## src/rtl/ghost_motion_ctrl.sv

```systemverilog
// ---------------------------------------------------------------------------
// ghost_motion_ctrl
//
// Per-frame motion sequencer for the ghost sprite. On every startOfFrame
// pulse it advances a small FSM (IDLE / PATROL / STUNNED) and updates the
// sprite top-left position and facing direction. The ghost patrols between
// X_MIN and X_MAX, reversing at each wall. After a collision it freezes for
// STUN_FRAMES frames, then resumes in the opposite direction.
//
// Ports
//   clk           in   pixel clock
//   resetN        in   asynchronous, active-low reset
//   startOfFrame  in   one-cycle pulse per video frame
//   enable        in   game running; only looked at on startOfFrame
//   collision     in   ghost/player overlap, any cycle, any length
//   topLeft_x     out  sprite top-left x (registered)
//   topLeft_y     out  sprite top-left y (constant INIT_Y)
//   x_direction   out  0 = moving right, 1 = moving left (mirrored bitmap)
//   stunned       out  high while the ghost is frozen after a collision
// ---------------------------------------------------------------------------
module ghost_motion_ctrl #(
    parameter int unsigned INIT_X      = 100,
    parameter int unsigned INIT_Y      = 200,
    parameter int unsigned X_MIN       = 0,
    parameter int unsigned X_MAX       = 608,
    parameter int unsigned SPEED       = 2,
    parameter int unsigned STUN_FRAMES = 30
) (
    input  logic        clk,
    input  logic        resetN,
    input  logic        startOfFrame,
    input  logic        enable,
    input  logic        collision,
    output logic [31:0] topLeft_x,
    output logic [31:0] topLeft_y,
    output logic        x_direction,
    output logic        stunned
);

    localparam int unsigned CNT_W = (STUN_FRAMES > 1) ? $clog2(STUN_FRAMES) : 1;

    localparam logic [31:0]      INIT_X_W   = 32'(INIT_X);
    localparam logic [31:0]      INIT_Y_W   = 32'(INIT_Y);
    localparam logic [31:0]      X_MIN_W    = 32'(X_MIN);
    localparam logic [31:0]      X_MAX_W    = 32'(X_MAX);
    localparam logic [31:0]      SPEED_W    = 32'(SPEED);
    localparam logic [CNT_W-1:0] STUN_LAST  = CNT_W'(STUN_FRAMES - 1);

    typedef enum logic [1:0] {
        ST_IDLE    = 2'd0,
        ST_PATROL  = 2'd1,
        ST_STUNNED = 2'd2
    } state_e;

    state_e           state_q,      state_d;
    logic [31:0]      x_q,          x_d;
    logic             dir_q,        dir_d;
    logic             stunned_q,    stunned_d;
    logic [CNT_W-1:0] stun_cnt_q,   stun_cnt_d;
    logic             coll_latch_q, coll_latch_d;

    // A collision seen in the SOF cycle itself still counts for this frame.
    logic hit;
    assign hit = coll_latch_q | collision;

    always_comb begin
        // NOTE: every signal gets a hold default before any branch, so no
        // path through the block can leave one unassigned and infer a latch.
        state_d      = state_q;
        x_d          = x_q;
        dir_d        = dir_q;
        stunned_d    = stunned_q;
        stun_cnt_d   = stun_cnt_q;
        coll_latch_d = coll_latch_q | collision;

        if (startOfFrame) begin
            // The latch is consumed by every frame, whatever the state.
            coll_latch_d = 1'b0;

            case (state_q)
                ST_IDLE: begin
                    // Entering PATROL does not move the sprite this frame.
                    if (enable) state_d = ST_PATROL;
                end

                ST_PATROL: begin
                    if (!enable) begin
                        state_d = ST_IDLE;
                    end else if (hit) begin
                        // Collision beats a wall flip on the same frame.
                        state_d    = ST_STUNNED;
                        stun_cnt_d = STUN_LAST;
                        stunned_d  = 1'b1;
                    end else if (!dir_q) begin
                        if (x_q + SPEED_W >= X_MAX_W) begin
                            x_d   = X_MAX_W;
                            dir_d = 1'b1;
                        end else begin
                            x_d = x_q + SPEED_W;
                        end
                    end else begin
                        // Compare before subtracting so x never wraps below X_MIN.
                        if (x_q <= X_MIN_W + SPEED_W) begin
                            x_d   = X_MIN_W;
                            dir_d = 1'b0;
                        end else begin
                            x_d = x_q - SPEED_W;
                        end
                    end
                end

                ST_STUNNED: begin
                    if (!enable) begin
                        state_d    = ST_IDLE;
                        stunned_d  = 1'b0;
                        stun_cnt_d = '0;
                    end else if (stun_cnt_q == '0) begin
                        state_d   = ST_PATROL;
                        dir_d     = ~dir_q;
                        stunned_d = 1'b0;
                    end else begin
                        stun_cnt_d = stun_cnt_q - 1'b1;
                    end
                end

                default: begin
                    state_d   = ST_IDLE;
                    stunned_d = 1'b0;
                end
            endcase
        end
    end

    // NOTE: sequential state uses non-blocking assignments so every flop
    // samples the pre-edge value of every other flop.
    always_ff @(posedge clk or negedge resetN) begin
        if (!resetN) begin
            state_q      <= ST_IDLE;
            x_q          <= INIT_X_W;
            dir_q        <= 1'b0;
            stunned_q    <= 1'b0;
            stun_cnt_q   <= '0;
            coll_latch_q <= 1'b0;
        end else begin
            state_q      <= state_d;
            x_q          <= x_d;
            dir_q        <= dir_d;
            stunned_q    <= stunned_d;
            stun_cnt_q   <= stun_cnt_d;
            coll_latch_q <= coll_latch_d;
        end
    end

    assign topLeft_x   = x_q;
    assign topLeft_y   = INIT_Y_W;   // the ghost never moves vertically
    assign x_direction = dir_q;
    assign stunned     = stunned_q;

endmodule
```

## config.mk

```make
export PLATFORM = sky130hd
export DESIGN_NAME = ghost_motion_ctrl
export DESIGN_NICKNAME = d
export VERILOG_FILES = /design/src/rtl/ghost_motion_ctrl.sv
export SDC_FILE = /design/constraint.sdc
export NUM_CORES = 1
export LEC_CHECK = 0
export CAP_MARGIN = 30
export CORE_ASPECT_RATIO = 1.5
export CORE_UTILIZATION = 47
export DETAILED_ROUTE_END_ITERATION = 10
export PLACE_DENSITY = 0.86
export REMOVE_ABC_BUFFERS = 1
export SLEW_MARGIN = 5
export SYNTH_ARGS = -nofsm -noshare
export SYNTH_HDL_FRONTEND = slang
export SYNTH_SLANG_ARGS = --single-unit
```

## constraint.sdc

```tcl
create_clock -name clk -period 2.5 [get_ports clk]
set_clock_uncertainty 0.1 [all_clocks]
set_input_delay 0.25 -clock clk [delete_from_list [all_inputs] [get_ports clk]]
set_output_delay 0.25 -clock clk [all_outputs]
set_load 0.02 [all_outputs]
```

# Word-level counts from Yosys, hierarchy flattened
# Index checks and enable logic that the tools add are counted.
# Widths: inputs -> output; s select.
[word_totals]
elab_cells = 62
input_bits = 5
ff_bits = 42
[classes]
n_addsub = 3
n_bitwise = 4
n_lt_le_gt_ge = 2
eq_ne = 11
n_reduce_logical = 8
mux = 28
[ops]
columns = ["op", "n"]
rows = [
  ["$mux 32", 3],
  ["$add 32x2->32 const B", 1],
  ["$ge 32x10->1 const B", 1],
  ["$le 32x2->1 const B", 1],
  ["$sub 32x2->32 const B", 1],
  ["$mux 5", 4],
  ["$mux 1", 12],
  ["$ne 2x2->1 const B", 6],
  ["$mux 2", 5],
  ["$pmux 5 s2", 1],
  ["$reduce_and 5->1", 2],
  ["$ne 3x3->1 const B", 3],
  ["$reduce_and 4->1", 2],
  ["$pmux 2 s3", 1],
  ["$reduce_and 6->1", 1],
  ["$logic_not 5->1", 1],
  ["$sub 5x1->5 const B", 1],
  ["$not 1->1", 3],
  ["$pmux 1 s3", 1],
  ["$eq 2x1->1 const B", 1],
  ["$eq 2x2->1 const B", 1],
  ["$logic_not 2->1", 1],
  ["$pmux 1 s2", 1],
  ["$reduce_bool 2->1", 1],
  ["$or 1x1->1", 1],
]

# Depth between registers and ports, before layout
# Gate-level depths: netlist of run 1.
[depth]
word_depth = 7
mapped_depth = 11
ltp_nobuf = 9

# Worst setup path after synthesis of run 1
# Ideal clock, no wire load.
[synth_path]
path_type = "register to register"
from = "register x_q[10] (netlist: topLeft_x[10])"
to = "register x_q[26] (netlist: topLeft_x[26])"
slack_ns = -0.302
synth_period_minus_slack_ns = 2.802
stages_incl_launch_ff = 10
arrival_ns = 2.568
t_required_ns = 2.266
path_buffers = 3
cell_sequence = "dfrtp_1 -> buf_2 -> or4_4 -> or3_1 -> buf_2 -> o41ai_4 -> buf_2 -> a21oi_1 -> o21ai_0 -> o31ai_1"
[synth_between]
elab_chain_len = 4
[synth_lines]
columns = ["item", "line_no", "source"]
rows = [
  ["start: declaration", "56", "logic [31:0] x_q, x_d;"],
  ["start signal: assignment", "139", "x_q <= INIT_X_W;"],
  ["start signal: assignment", "146", "x_q <= x_d;"],
  ["$add 32x2->32", "95, 99", ""],
  ["$ge 32x10->1", "95", "if (x_q + SPEED_W >= X_MAX_W) begin"],
  ["$mux 32", "95", ""],
  ["$mux 32 (*)", "94", "end else if (!dir_q) begin"],
]
# Every way passes the cells marked *; elsewhere a longest branch is shown, timed or not.
# A chain may end at the register's enable or synchronous reset.

# Worst setup path after layout of run 1
[layout_path]
from = "register x_q[12] (netlist: topLeft_x[12])"
to = "register x_q[24] (netlist: topLeft_x[24])"
# The elaborated chain is that of the path after synthesis.

==> results.yml, run 1 <==
timing:
  relSlewSlack_pct: 60.9
  worst_slack_ns: -0.279
  finalSetupTns_ns: -4.90
  finalHoldViolCount: 0
  finalSetupViolations: 32
  rsz0062_at_grt: "yes"
  fin_crit_sh_pct: 111
  drv_slew: 0
  fmax_mhz: 360
  min_period_ns: 2.78
  tightest_slew_ns: 0.578
finish:
  drive_above_1_share_pct: 34.7
  layout_commonest_cell: "buf_4"
  final_nets: 599
  syn2layout_area_growth_pct: 48.2
  insertedDiodeCount: 0
  fin_util_pct: 71.5
  design_area_sq_um: 5130
  n_fill_cell: 500
  final_cell_mix: "95 x buf_4, 47 x nand2_1, 38 x dfrtp_1"
run_status:
  violations: "negative setup slack"
  status: "finished, violations left"
place:
  place.gp.congestion: 0.936
  hpwl_um: 8450
  port_buffers: 37
  dp_slack_ns: -0.305
  dpl_cell_area_sq_um: 4430
setup_path:
  rr_endpoint: "topLeft_x[24]"
  worst-setup-path-type: "flop to flop"
  r2r-start: "topLeft_x[12]"
  critPathRequiredTime_ns: 2.61
  reg2reg_slack_ns: -0.28
  r2r_cells: 8
  critPathCaptureType: "flop"
  cp_max_fo: 6
  arrival_ns: 2.89
  critPathLaunchType: "flop"
clock_tree:
  clk_pin_slew_worst_paths_ns: 0.08
  h-tree-depth: 2
  cts_tree: "done"
  clockBufferDepth: 2
  cts_made_buffers: 5
  clockRootBuffer: "clkbuf_8"
  clk_latency_ns: 0.31
  cts_sinks: 41
yosys:
  yosys_warnings: 0
  syn_area_per_cell_sq_um: 7.43
  syn_area_sq_um: 3460
  synth_edf_count: 0
  yosysUniqueCellTypes: 61
  postSynth.asyncResetShare_pct: 100
  synth-seq-area-share_pct: 29.7
  synth_seq_cells: 41
  synth-main-ff-cell: "dfrtp_1"
  syn_inst: 466
grt:
  first_global_vias: 3967
  antenna_found_initial: 0
  grt_max_degree: 42
  overflow: 0
  grt_pass1_wl_um: 19000
  grtUsageTotal_pct: 31.9
drt:
  drt_wl_total_um: 13200
  num_vias: 4364
  firstDrtPassIters: 5
  wl_per_cell_um: 19.1
  drt_iter0_markers: 445
  ant_nets: 0
  via_per_inst: 6.32
  drc_errors: 0
floorplan:
  core_area_sq_um: 7180
  die_area_sq_um: 7720
  die_w_um: 72.1
  start_util_pct: 48.2
  io_pins: 71
  row_count: 38
  die_y_um: 107
power:
  power_density_nw_per_um2: 569
  finalPower_mw: 2.92
  p_leak_nw: 2.13
  irDropWorstVdd_mv: 0.535
worst_hold_path:
  hp-class: "input pin to asynchronous set/reset pin"
flow_run:
  cap_viol_max_count: 0
## worst max-delay path, stage by stage, from the launching register on
cell and delay, ns:
dfrtp_1 0.42, or4_4 0.56, or3_4 0.38, o41ai_4 0.45, buf_4 0.20, buf_6 0.13, buf_6 0.14, o21ai_1 0.07
a32o_1 0.21
## metal layers
layer / wire, um / part of all wire [%] / track usage [%] / up-vias
met2: 6560 / 50 / 55.9 / 305
met5: 0 / 0 / 0 / -
met1: 4590 / 35 / 34.1 / 2064
li1: - / - / - / 1889
met4: 1150 / 8.7 / 23.0 / 0
met3: 893 / 6.8 / 4.89 / 106
## how the worst max path moves through the flow
stage | start | end | slack, ns
2_1_floorplan | topLeft_x[11] | topLeft_x[24] | -0.84
3_3_place_gp | topLeft_x[2] | topLeft_x[8] | -0.25
3_5_place_dp | topLeft_x[2] | topLeft_x[9] | -0.31
4_1_cts | topLeft_x[12] | topLeft_x[24] | -0.14
5_1_grt | topLeft_x[12] | topLeft_x[24] | -0.35
6_report | topLeft_x[12] | topLeft_x[24] | -0.28
## Yosys cell counts, types with 3 or more instances
cell       n  area, sq um
buf_4     34          255
nand2_1   49          184
a31oi_1    5         31.3
inv_1     14         52.6
and4_1     7         61.3
ha_1       5         62.6
buf_2      9         45.0
o31ai_1    6         45.0
clkbuf_1  23         86.3
nand3_1   21          105
dfrtp_1   38          951
o21ai_0   54          270
dfstp_2    3         78.8
or3_1      8         50.1
xnor2_1    5         43.8
o22ai_1    4         25.0
or2_2      3         18.8
and3_1     5         31.3
nor2b_1    4         25.0
nand4_1   11         68.8
nor4_1    12         75.1
a21oi_1   24          120
o41ai_1    6         52.6
o21ai_1    5         25.0
nor3_1    20          100
nor2_1    38          143
or4_1      9         67.6
## flip-flops by register name, indices dropped and copies added, names as in the netlist
name          cells
x_direction       1
stun_cnt_q        5
topLeft_x        31
state_q           2
stunned           1
coll_latch_q      1
## logic make-up (layout without fill, tap and decap cells)
logic type	Yosys count	after routing	share of synthesized area, %
other cells	2	33	0.217
mux	4	4	1.23
fa+ha+maj	5	5	1.81
simple gates	200	200	30.0
buf+inv	82	175	13.1
flops	41	41	29.7
xor+xnor	5	5	1.26
compound gates	127	127	22.6
## where the power goes
part	leakage, nW	internal [mW]	switching [mW]	total (mW)
sequential	0.520	0.783	0.126	0.909
clock	0.0450	0.194	0.255	0.449
combinational	1.57	0.690	0.872	1.56
## layout make-up
| cell class | instances | area (sq um) | area share (%) |
|---|---|---|---|
| sequential | 41 | 1030 | 20.1 |
| multi-input combinational | 374 | 2510 | 48.9 |
| clock buffer | 6 | 72.6 | 1.41 |
| clock inverter | 2 | 10.0 | 0.195 |
| inverter | 14 | 52.6 | 1.02 |
| timing repair buffer | 153 | 1330 | 25.9 |
| tap | 100 | 125 | 2.44 |
## through the flow
| stage | hold slack [ns] | cells |
|---|---|---|
| 6_report | 0.242 | 690 |
| 5_1_grt | 0.280 | 690 |
| 4_1_cts | 0.0185 | 683 |
| 3_5_place_dp | 0.346 | 666 |
| 3_3_place_gp | 0.332 | 666 |
| 2_1_floorplan | -0.146 | 429 |
## what timing repair did
action,in CTS,in global routing
pin swaps,13,34
resized for setup,77,73
endpoints found under the hold margin,0,10
cloned,0,2
hold buffers,0,1
endpoints found under the setup margin,30,32
setup buffers,9,4
Power figures use the tool's default switching activity.
==> inputs of run 2 (changes only) <==
Settings changed: PLACE_DENSITY 0.86 to 0.77.
==> results.yml, run 2 (synthesis results as in run 1) <==
run_status:
  status: "finished, violations left"
  violations: "negative setup slack"
setup_path:
  critPathCaptureType: "flop"
  worst-setup-path-type: "flop to flop"
  critPathLaunchType: "flop"
  arrival_ns: 3.06
  cp_max_fo: 10
  critPathRequiredTime_ns: 2.66
floorplan:
  start_util_pct: 48.2
  die_w_um: 72.1
  row_count: 38
  core_area_sq_um: 7180
  die_area_sq_um: 7720
  die_y_um: 107
  io_pins: 71
clock_tree:
  cts_tree: "done"
  h-tree-depth: 2
  cts_sinks: 41
  clk_pin_slew_worst_paths_ns: 0.09
  clockBufferDepth: 2
  clockRootBuffer: "clkbuf_8"
  cts_made_buffers: 5
  clk_latency_ns: 0.33
finish:
  largest_register_ffs: 31
  layout_commonest_cell: "buf_4"
  syn2layout_area_growth_pct: 55.5
  final_nets: 611
  drive_above_1_share_pct: 37.5
  insertedDiodeCount: 0
  design_area_sq_um: 5380
  final_cell_mix: "99 x buf_4, 44 x nand2_1, 38 x dfrtp_1"
timing:
  min_period_ns: 2.90
  tightest_slew_ns: 0.537
  finalHoldViolCount: 0
  finalSetupViolations: 32
  drv_slew: 0
  worst_slack_ns: -0.398
  finalSetupTns_ns: -6.65
  fin_crit_sh_pct: 116
  rsz0062_at_grt: "yes"
  relSlewSlack_pct: 63.7
  fmax_mhz: 345
power:
  power_density_nw_per_um2: 577
  p_leak_nw: 2.23
  irDropWorstVdd_mv: 0.467
place:
  port_buffers: 37
  hpwl_um: 8300
  dpl_cell_area_sq_um: 4460
  place.gp.congestion: 0.958
drt:
  num_vias: 4475
  via_per_inst: 6.37
  wl_per_cell_um: 19.8
  drt_iter0_markers: 450
  drt_wl_total_um: 13900
  ant_nets: 0
  firstDrtPassIters: 5
  drc_errors: 0
grt:
  grt_max_degree: 42
  overflow: 0
  antenna_found_initial: 0
  grtUsageTotal_pct: 31.3
  first_global_vias: 4050
  grt_pass1_wl_um: 18800
worst_hold_path:
  hp-class: "input pin to asynchronous set/reset pin"
flow_run:
  cap_viol_max_count: 0
==> run 2: cell types whose count changed in the layout (fill, tap and decap cells not counted), moves of 4 or more <==
cell	previous run	this run
o21ai_0	13	22
buf_4	95	99
buf_6	18	23
a21oi_2	7	3
o21ai_1	28	22
==> run 2: timing repair <==
action | in CTS | in global routing
setup endpoints to repair | 32 | 32
hold endpoints to repair | 0 | 13
gates resized for setup | 71 | 93
hold buffers | 0 | 1
pin swaps | 23 | 33
buffers inserted | 12 | 14
==> run 2: cell type report <==
type	count	area [sq um]
multi-input combinational	374	2590
sequential	41	1030
inverter	14	52.6
clock buffer	6	72.6
timing repair buffer	165	1470
clock inverter	2	38.8
tap	100	125
fill	472	1800
==> run 2: worst paths after layout <==
check	slack, ns	cells past startpoint	endpoint	from
max	-0.40	10	topLeft_x[2]	topLeft_x[2]
min	0.29	2	stun_cnt_q[2]	resetN
max reg2reg	-0.40	10	topLeft_x[2]	topLeft_x[2]
min reg2reg	0.43	2	coll_latch_q	coll_latch_q
max in group asynchronous	1.52	3	topLeft_x[13]	resetN
min in group clk	0.43	2	coll_latch_q	coll_latch_q
==> run 2: per-layer routing <==
metal / wire length (um) / track usage, % / share of wire [%]
met3: 945 / 4.32 / 6.8
met1: 4750 / 32.5 / 34
met5: 0 / 0 / 0
met4: 860 / 21.8 / 6.2
met2: 7310 / 56.5 / 53
==> run 2: report_power, final <==
group,leakage (nW),switching (mW),internal [mW]
Combinational,1.65,0.904,0.726
Clock,0.0554,0.283,0.300
Sequential,0.520,0.111,0.783
==> run 2: critical path, stage by stage, from the launching register on <==
cell	delay (ns)
dfstp_2	0.61
ha_4	0.18
and3_4	0.20
nand4_1	0.12
buf_6	0.17
o41ai_2	0.24
nand4_1	0.23
nor4_4	0.37
nand3_4	0.18
mux2_4	0.30
o21ai_2	0.11
==> run 2: through the flow <==
stage / utilization, % / hold WS [ns] / std cells / setup WS (ns) / power (mW)
floorplan: - / -0.146 / 429 / -0.839 / 1.53
global placement: 62.1 / 0.340 / 668 / -0.271 / 2.10
detailed placement: 62.1 / 0.371 / 668 / -0.296 / 2.15
CTS: 68.5 / 0.0303 / 688 / -0.176 / 2.87
global route: 75.0 / 0.348 / 702 / -0.455 / 3.22
finish: 75.0 / 0.290 / 702 / -0.398 / 3.11
